File: config.mk
export PLATFORM = sky130hd
export DESIGN_NAME = pipe_hazard_ctrl
export DESIGN_NICKNAME = d
export VERILOG_FILES = /design/src/rtl/pipe_pkg.sv /design/src/rtl/pipe_scoreboard.sv /design/src/rtl/pipe_hazard_ctrl.sv
export SDC_FILE = /design/constraint.sdc
export NUM_CORES = 1
export LEC_CHECK = 0
export BUFFER_PORTS_ARGS = -buffer_cell sky130_fd_sc_hd__buf_2
export CORE_MARGIN = 10
export CORE_UTILIZATION = 44
export DETAILED_ROUTE_END_ITERATION = 12
export PLACE_DENSITY = 0.76
export SLEW_MARGIN = 20
export SYNTH_ARGS = -nofsm -noshare
export SYNTH_HDL_FRONTEND = slang
export SYNTH_SLANG_ARGS = --single-unit
File: constraint.sdc
create_clock -name clk -period 1.4 [get_ports clk]
set_input_delay 0 -clock clk [delete_from_list [all_inputs] [get_ports clk]]
set_output_delay 0 -clock clk [all_outputs]
set_load 0.02 [all_outputs]
File: src/rtl/pipe_pkg.sv
// Shared types for the pipeline hazard controller: FSM states, in-flight slot record, forward-select codes.
// Slot rd is sized for the largest supported register file; narrower addresses are zero-extended.
package pipe_pkg;

  localparam int REG_AW_MAX = 8;
  typedef logic [REG_AW_MAX-1:0] reg_addr_t;

  typedef enum logic [1:0] {
    RUN     = 2'd0,
    STALL   = 2'd1,
    BR_WAIT = 2'd2
  } hz_state_e;

  typedef struct packed {
    logic      valid;
    reg_addr_t rd;
    logic      is_load;
  } slot_t;

  localparam logic [1:0] FWD_RF  = 2'b00;
  localparam logic [1:0] FWD_MEM = 2'b01;
  localparam logic [1:0] FWD_WB  = 2'b10;

  // Youngest producer wins: the one now in EX will sit in MEM when the consumer reaches EX.
  function automatic logic [1:0] fwd_pick(input logic hit_ex, input logic hit_mem);
    if (hit_ex)  return FWD_MEM;
    if (hit_mem) return FWD_WB;
    return FWD_RF;
  endfunction

endpackage

File: src/rtl/pipe_scoreboard.sv
// In-flight destination tracker (slot0=EX .. slot NSLOT-1) with per-slot source-match vectors.
// One-cycle shift per clock, no backpressure: an unissued cycle shifts in an invalid slot.
module pipe_scoreboard
  import pipe_pkg::*;
#(
  parameter int NSLOT = 3
) (
  input  logic             clk,
  input  logic             rst_n,
  input  slot_t            push_slot,
  input  reg_addr_t        rs1_addr,
  input  logic             rs1_en,
  input  reg_addr_t        rs2_addr,
  input  logic             rs2_en,
  output logic [NSLOT-1:0] rs1_match,
  output logic [NSLOT-1:0] rs2_match,
  output logic             load_in_ex
);

  slot_t [NSLOT-1:0] slot_q;
  slot_t [NSLOT-1:0] slot_d;

  always_comb begin
    slot_d = {slot_q[NSLOT-2:0], push_slot};
  end

  always_ff @(posedge clk or negedge rst_n) begin
    if (!rst_n) begin
      slot_q <= '0;
    end else begin
      slot_q <= slot_d;
    end
  end

  // rs_en gates first so unused address fields never contribute.
  always_comb begin
    rs1_match = '0;
    rs2_match = '0;
    for (int i = 0; i < NSLOT; i++) begin
      rs1_match[i] = rs1_en & slot_q[i].valid & (slot_q[i].rd == rs1_addr);
      rs2_match[i] = rs2_en & slot_q[i].valid & (slot_q[i].rd == rs2_addr);
    end
    load_in_ex = slot_q[0].valid & slot_q[0].is_load;
  end

endmodule

File: src/rtl/pipe_hazard_ctrl.sv
// Hazard/stall/flush control for an in-order pipeline; controls are combinational, fwd_sel registered at issue.
// ID is held on data hazards and unresolved branches; define PIPE_HAZARD_FORWARD_EN for load-use-only stalls.
module pipe_hazard_ctrl
  import pipe_pkg::*;
#(
  parameter int NREG  = 32,
  parameter int NSLOT = 3
) (
  input  logic                    clk,
  input  logic                    rst_n,
  input  logic                    id_valid,
  input  logic [$clog2(NREG)-1:0] rs1_addr,
  input  logic [$clog2(NREG)-1:0] rs2_addr,
  input  logic [$clog2(NREG)-1:0] rd_addr,
  input  logic                    rs1_en,
  input  logic                    rs2_en,
  input  logic                    reg_write_en,
  input  logic                    mem_read_en,
  input  logic                    branch_en,
  input  logic                    ex_br_resolved,
  input  logic                    ex_br_taken,
  output logic                    issue,
  output logic                    if_stall,
  output logic                    id_ex_bubble,
  output logic                    if_id_flush,
  output logic [1:0]              fwd_sel_a,
  output logic [1:0]              fwd_sel_b
);

  hz_state_e        state_q, state_d;
  logic [NSLOT-1:0] rs1_match, rs2_match;
  logic             load_in_ex;
  logic             hazard, br_wait, br_take, data_stall;
  slot_t            push_slot;

  pipe_scoreboard #(.NSLOT(NSLOT)) u_scoreboard (
    .clk        (clk),
    .rst_n      (rst_n),
    .push_slot  (push_slot),
    .rs1_addr   (reg_addr_t'(rs1_addr)),
    .rs1_en     (rs1_en),
    .rs2_addr   (reg_addr_t'(rs2_addr)),
    .rs2_en     (rs2_en),
    .rs1_match  (rs1_match),
    .rs2_match  (rs2_match),
    .load_in_ex (load_in_ex)
  );

  always_comb begin
`ifdef PIPE_HAZARD_FORWARD_EN
    hazard = (rs1_match[0] | rs2_match[0]) & load_in_ex;
`else
    hazard = |{rs1_match[1:0], rs2_match[1:0]};
`endif
  end

  // A taken branch resolving in EX squashes ID regardless of any data hazard.
  always_comb begin
    br_wait      = (state_q == BR_WAIT) & ~ex_br_resolved;
    br_take      = (state_q == BR_WAIT) & ex_br_resolved & ex_br_taken;
    data_stall   = id_valid & hazard & ~br_wait & ~br_take;
    issue        = id_valid & ~hazard & ~br_wait & ~br_take;
    if_stall     = br_wait | data_stall;
    id_ex_bubble = br_wait | data_stall | br_take;
    if_id_flush  = br_take;

    state_d = RUN;
    if (br_wait)                 state_d = BR_WAIT;
    else if (data_stall)         state_d = STALL;
    else if (issue && branch_en) state_d = BR_WAIT;

    push_slot         = '0;
    push_slot.valid   = issue & reg_write_en & (rd_addr != '0);
    push_slot.rd      = reg_addr_t'(rd_addr);
    push_slot.is_load = mem_read_en;
  end

  always_ff @(posedge clk or negedge rst_n) begin
    if (!rst_n) begin
      state_q <= RUN;
    end else begin
      state_q <= state_d;
    end
  end

`ifdef PIPE_HAZARD_FORWARD_EN
  logic [1:0] fwd_sel_a_q, fwd_sel_a_d;
  logic [1:0] fwd_sel_b_q, fwd_sel_b_d;

  always_comb begin
    fwd_sel_a_d = issue ? fwd_pick(rs1_match[0], rs1_match[1]) : FWD_RF;
    fwd_sel_b_d = issue ? fwd_pick(rs2_match[0], rs2_match[1]) : FWD_RF;
  end

  always_ff @(posedge clk or negedge rst_n) begin
    if (!rst_n) begin
      fwd_sel_a_q <= FWD_RF;
      fwd_sel_b_q <= FWD_RF;
    end else begin
      fwd_sel_a_q <= fwd_sel_a_d;
      fwd_sel_b_q <= fwd_sel_b_d;
    end
  end

  assign fwd_sel_a = fwd_sel_a_q;
  assign fwd_sel_b = fwd_sel_b_q;
`else
  assign fwd_sel_a = FWD_RF;
  assign fwd_sel_b = FWD_RF;
`endif

  // The WB slot only tracks retirement; its match bits feed no decision.
  logic unused_ok;
  assign unused_ok = &{1'b0, rs1_match, rs2_match, load_in_ex};

endmodule
==> results of run 1 <==
stage by stage:
step	hold slack (ns)	total power [mW]	TNS, ns
2_1_floorplan	-0.296	0.542	0
3_3_place_gp	-0.0964	0.609	-0.150
3_5_place_dp	-0.0928	0.616	-0.335
4_1_cts	0.136	0.930	-1.43
5_1_grt	0.176	0.983	-2.73
6_report	0.130	0.938	-2.34
placed cells by master, fill, tap and decap left out, drive strengths merged:
| cell type | n |
|---|---|
| or4 | 1 |
| o2bb2ai | 2 |
| xnor2 | 4 |
| nand2b | 1 |
| nor3 | 1 |
| buf | 32 |
| o22ai | 1 |
| and2 | 1 |
| nor4 | 4 |
| inv | 1 |
| dlygate4sd3 | 9 |
| dfrtp | 14 |
| nor2 | 2 |
| nand2 | 2 |
| conb | 4 |
| o21ai | 2 |
| clkbuf | 4 |
| nand4 | 5 |
| nor2b | 1 |
| xor2 | 16 |
cell families (layout without fill, tap and decap cells):
family | count (synthesis) | in the layout | share of synthesized area (%)
compound gates | 5 | 5 | 4.79
xor+xnor | 20 | 20 | 24.8
buf+inv | 5 | 46 | 4.79
flops | 14 | 14 | 49.6
other cells | 1 | 4 | 0.531
simple gates | 18 | 18 | 15.4
power breakdown:
group / switching (mW) / internal [mW]
registers: 0.0193 / 0.426
clock network: 0.130 / 0.158
logic: 0.105 / 0.101
total: 0.253 / 0.685
final cells by class:
cell class	count	area share [%]
Clock buffer	4	3.48
Inverter	1	0.360
Multi-Input combinational cell	47	34.1
Sequential cell	14	33.6
Tap cell	16	1.92
Timing Repair Buffer	41	26.6
flip-flops by register name (all words and copies together) (netlist names):
register	flops
state_q	2
u_scoreboard.slot_d	12
worst register-to-register path, stage by stage, from the launching register on:
cell     delay [ns]
dfrtp_1        0.40
buf_4          0.14
xor2_1         0.13
nor4_1         0.23
nand4_1        0.19
nand4_4        0.14
buf_4          0.14
buf_4          0.10
buf_4          0.10
o22ai_1        0.08
repair_timing:
action / in CTS / in global routing
buffers inserted: 2 / 2
endpoints found under the setup margin: 6 / 6
endpoints found under the hold margin: 21 / 0
resized for setup: 5 / 4
hold buffers: 9 / 0
pin swaps: 8 / 0
worst paths after layout:
kind	to	startpoint	slack [ns]	cells past startpoint
worst max register to register	state_q[1]$_DFF_PN0_	u_scoreboard.slot_d[22]$_DFF_PN0_	-0.39	9
min in group clk	u_scoreboard.slot_d[19]$_DFF_PN0_	id_valid	0.20	4
worst max-delay path	issue	u_scoreboard.slot_d[22]$_DFF_PN0_	-0.43	8
worst min register to register	u_scoreboard.slot_d[29]$_DFF_PN0_	u_scoreboard.slot_d[19]$_DFF_PN0_	0.43	0
worst min-delay path	u_scoreboard.slot_d[25]$_DFF_PN0_	rst_n	0.13	2
max in group asynchronous	u_scoreboard.slot_d[24]$_DFF_PN0_	rst_n	1.04	2
metal layers:
layer | routed length [µm] | part of all wire (%) | vias up
met2 | 1010 | 50 | 30
met4 | 63 | 3.1 | 0
met1 | 762 | 38 | 299
met5 | 0 | 0 | -
li1 | - | - | 300
met3 | 167 | 8.3 | 7
==> flow_summary.yaml, run 1 <==
global_route:
  grt_pass1_vias: 726
  grt_util_met2_pct: 19.7
  grt_overflow: 0
  grt_max_degree: 15
  grt_pass1_wl_um: 3200
  grt-busiest-layer: "met2"
  track_usage_pct: 11.5
  antenna_found_initial: 0
  use_met3_pct: 3.81
  grt_use_met1_pct: 11.6
finish:
  n_antenna_cell: 0
  seq_area_um2: 350
  finalNonFillerCells: 123
  final_util_pct: 69.3
  fin_area_mm2: 0.00104
  layout.nets: 133
  fill_cells: 119
  multiInputGateArea_um2: 355
  area_growth_pct: 47.9
  drive_gt1_share_pct: 36.4
sta:
  rsz0062_at_grt: "yes"
  hold_viol: 0
  setup_ws_ns: -0.435
  slew_violations: 0
  setup_viol: 6
  fin_crit_sh_pct: 131
  finClkSkew_ns: 0.00304
  fmax_mhz: 545
  layout_min_cycle_time_ns: 1.83
worst_setup_path:
  cp_slowest_cell: "dfrtp_1"
  required_ns: 1.40
  path_cells: "buf_4 > xor2_1 > nor4_1 > nand4_1 > nand4_4 > buf_4 > nor2_4 > buf_6"
  critical-path-top-delay-family: "simple AND/OR/NAND/NOR gates"
  start_kind: "register"
  cp_max_fo: 3
  path_class: "register to output pin"
  arrival_ns: 1.83
  crit_top_cell: "buf_4"
  critPathBufInv: 3
  max_stage_delay_ns: 0.40
  end_kind: "output pin"
die:
  coreArea_mm2: 0.00151
  die_h_um: 60.0
  placementRows: 14
  die_x_um: 60.0
  ios: 33
  initial_utilization_pct: 46.8
  dieArea_mm2: 0.00361
route:
  drc: 0
  dr.pass1.iters: 4
  viasPerCell: 5.17
  antenna_left: 0
  wire_per_inst_um: 16.3
  drtIter0Drc: 15
  route.vias.total: 636
  routed_wl_um: 2000
synth:
  synth.yosys.seq_area_share_pct: 49.6
  synth_edf_count: 0
  postSynth.asyncResetShare_pct: 100
  synth_cell_types: 19
  synth_top_area_share_pct: 49.6
  synth_common_cells: "16 x xor2_1, 14 x dfrtp_1"
  synth_most_common_cell: "xor2_1"
  synth_flop_cell: "dfrtp_1"
  syn_avg_cell_area_um2: 11.2
  yosys-top-cells-area: "dfrtp_1 50%, xor2_1 20%, xnor2_1 5.0%, buf_4 4.3%, nand4_1 3.5%"
  yosysTopAreaCell: "dfrtp_1"
  netlist_instances: 63
  synth_seq_cells: 14
  ys_warn_count: 0
  synth.cell_area_um2: 706
clock_tree:
  clockBufferDepth: 2
  cts_sinks: 14
  clkLatencyLatePin_ns: 0.28
  cts_tree: "done"
  cts_buffers: 3
  ctsRootBufferMaster: "clkbuf_4"
  htreeDepth: 1
  clkTransAtPathRegs_ns: 0.08
pwr:
  cellPowerDensity_mw_per_mm2: 899
  leakage_nw: 0.504
  irDropWorstVdd_v: 0.000548
worst_hold_path:
  hp-class: "primary input to asynchronous set/reset pin"
job:
  max-cap-violations: 0
placed_design:
  placedInstanceArea_um2: 850
  dp_cells: 106
  gp_congestion: 0.811
  dp_slack_ns: -0.130
  io_buffers: 27
outcome:
  outcome: "finished, violations left"
  violations: "setup timing"
No activity file was read; power rests on OpenSTA's default activity.
==> inputs of run 2 (changes only) <==
--- a/config.mk
+++ b/config.mk
@@ -7,10 +7,11 @@
 export LEC_CHECK = 0
 export BUFFER_PORTS_ARGS = -buffer_cell sky130_fd_sc_hd__buf_2
 export CORE_MARGIN = 10
-export CORE_UTILIZATION = 44
+export CORE_UTILIZATION = 54
 export DETAILED_ROUTE_END_ITERATION = 12
-export PLACE_DENSITY = 0.76
+export PLACE_DENSITY = 0.8
 export SLEW_MARGIN = 20
 export SYNTH_ARGS = -nofsm -noshare
 export SYNTH_HDL_FRONTEND = slang
+export SYNTH_HIERARCHICAL = 1
 export SYNTH_SLANG_ARGS = --single-unit
==> flow_summary.yaml, run 2 <==
worst_setup_path:
  max_stage_delay_ns: 0.44
  rr_worst_depth: 7
  end_kind: "output pin"
  crit_path_start: "u_scoreboard/slot_d[21]$_DFF_PN0_"
  path_class: "register to output pin"
  r2r_setup_slack_ns: -0.14
  r2r-start: "u_scoreboard/slot_d[21]$_DFF_PN0_"
  required_ns: 1.40
  cp_num_cells: 7
  path_cells: "xnor2_2 > nand3_1 > nor3_2 > nor4_2 > nand2b_4 > nand2b_1 > buf_6"
  start_kind: "register"
  crit_end: "id_ex_bubble"
  critPathBufInv: 1
  arrival_ns: 1.77
  cp_slowest_cell: "dfrtp_1"
  cp_max_fo: 3
  critical-path-top-delay-family: "simple AND/OR/NAND/NOR gates"
  rr_endpoint: "u_scoreboard/slot_d[19]$_DFF_PN0_"
clock_tree:
  cts_buffers: 3
  cts_sinks: 20
  cts_tree: "done"
  htreeDepth: 1
  clockBufferDepth: 2
  clkTransAtPathRegs_ns: 0.11
  ctsRootBufferMaster: "clkbuf_4"
  clkLatencyLatePin_ns: 0.30
placed_design:
  gp_congestion: 0.774
  dp_hpwl_um: 1810
  io_buffers: 27
  dp_cells: 156
sta:
  finClkSkew_ns: 0.00493
  hold_viol: 0
  setup_ws_ns: -0.375
  fmax_mhz: 563
  setup_viol: 6
  layout_min_cycle_time_ns: 1.77
  fin_crit_sh_pct: 127
  slew_violations: 0
  holdWs_ns: 0.155
  rsz0062_at_grt: "yes"
route:
  routed_wl_um: 2560
  route.vias.total: 812
  viasPerCell: 4.75
  antenna_left: 0
  dr.pass1.iters: 4
  wire_per_inst_um: 15.0
  drtIter0Drc: 32
  drc: 0
finish:
  final_util_pct: 81.1
  drive_gt1_share_pct: 30.8
  area_growth_pct: 40.3
  layout_commonest_cell: "xnor2_1"
  multiInputGateArea_um2: 589
  layout.nets: 173
  n_antenna_cell: 0
  largest_reg_flops: 18
  most-common-layout-cells: "31 x xnor2_1, 24 x buf_2, 20 x dfrtp_1"
  fill_cells: 112
  seq_area_um2: 500
  finalNonFillerCells: 171
pwr:
  cellPowerDensity_mw_per_mm2: 835
  leakage_nw: 0.617
  irDropWorstVdd_v: 0.000814
die:
  dieArea_mm2: 0.00400
  ios: 33
  coreArea_mm2: 0.00175
  die_h_um: 63.2
  placementRows: 15
  die_x_um: 63.2
  initial_utilization_pct: 57.8
global_route:
  grt_overflow: 0
  track_usage_pct: 13.2
  antenna_found_initial: 0
  grt_pass1_vias: 905
  grt_max_degree: 21
  grt_pass1_wl_um: 4150
job:
  max-cap-violations: 0
synth:
  syn_avg_cell_area_um2: 11.2
  netlist_instances: 90
  ys_warn_count: 6
  synth.cell_area_mm2: 0.00101
outcome:
  violations: "setup timing"
  outcome: "finished, violations left"
worst_hold_path:
  hp-class: "primary input to asynchronous set/reset pin"
## run 2: per-stage QoR
stage	power, mW	setup WS, ns	area, µm²	TNS [ns]
finish	1.18	-0.375	1420	-1.41
global route	1.24	-0.470	1420	-2.02
CTS	1.18	-0.368	1400	-1.27
detailed placement	0.868	-0.134	1210	-0.631
global placement	0.861	-0.0811	1210	-0.289
floorplan	0.789	0.0193	1080	0
## run 2: timing repair
| action | 4_1_cts | 5_1_grt |
|---|---|---|
| buffers inserted | 1 | 2 |
| hold buffers | 10 | 0 |
| resized for setup | 12 | 4 |
| endpoints found under the setup margin | 6 | 7 |
| pin swaps | 11 | 6 |
| endpoints found under the hold margin | 28 | 0 |
| gates cloned | 0 | 0 |
## run 2: how the worst min path moves through the flow
stage                                   endpoint  slack, ns
2_1_floorplan               state_q[0]$_DFF_PN0_      -0.30
3_3_place_gp   u_scoreboard/slot_d[17]$_DFF_PN0_      -0.04
3_5_place_dp   u_scoreboard/slot_d[18]$_DFF_PN0_      -0.04
4_1_cts                     state_q[0]$_DFF_PN0_       0.12
5_1_grt                     state_q[1]$_DFF_PN0_       0.18
6_report       u_scoreboard/slot_d[14]$_DFF_PN0_       0.16
## run 2: power by group
group          switching (mW)  internal (mW)  total, mW
Clock                   0.172          0.100      0.272
Combinational           0.136          0.138      0.274
Sequential             0.0294          0.608      0.637
Total                   0.337          0.846       1.18
## run 2: metal layers
| metal | global-route usage [%] | vias to the layer above | wire length, µm |
|---|---|---|---|
| met5 | 0 | - | 0 |
| met4 | 6.56 | 0 | 58 |
| met3 | 3.89 | 6 | 177 |
| met2 | 22.7 | 24 | 1310 |
| met1 | 14.4 | 391 | 1010 |
| li1 | - | 391 | - |
## run 2: final cells by class
class,count,share of cell area (%)
Multi-Input combinational cell,83,41.6
Tap cell,25,2.21
Sequential cell,20,35.3
Timing Repair Buffer,39,19.0
Clock buffer,3,1.59
Inverter,1,0.265
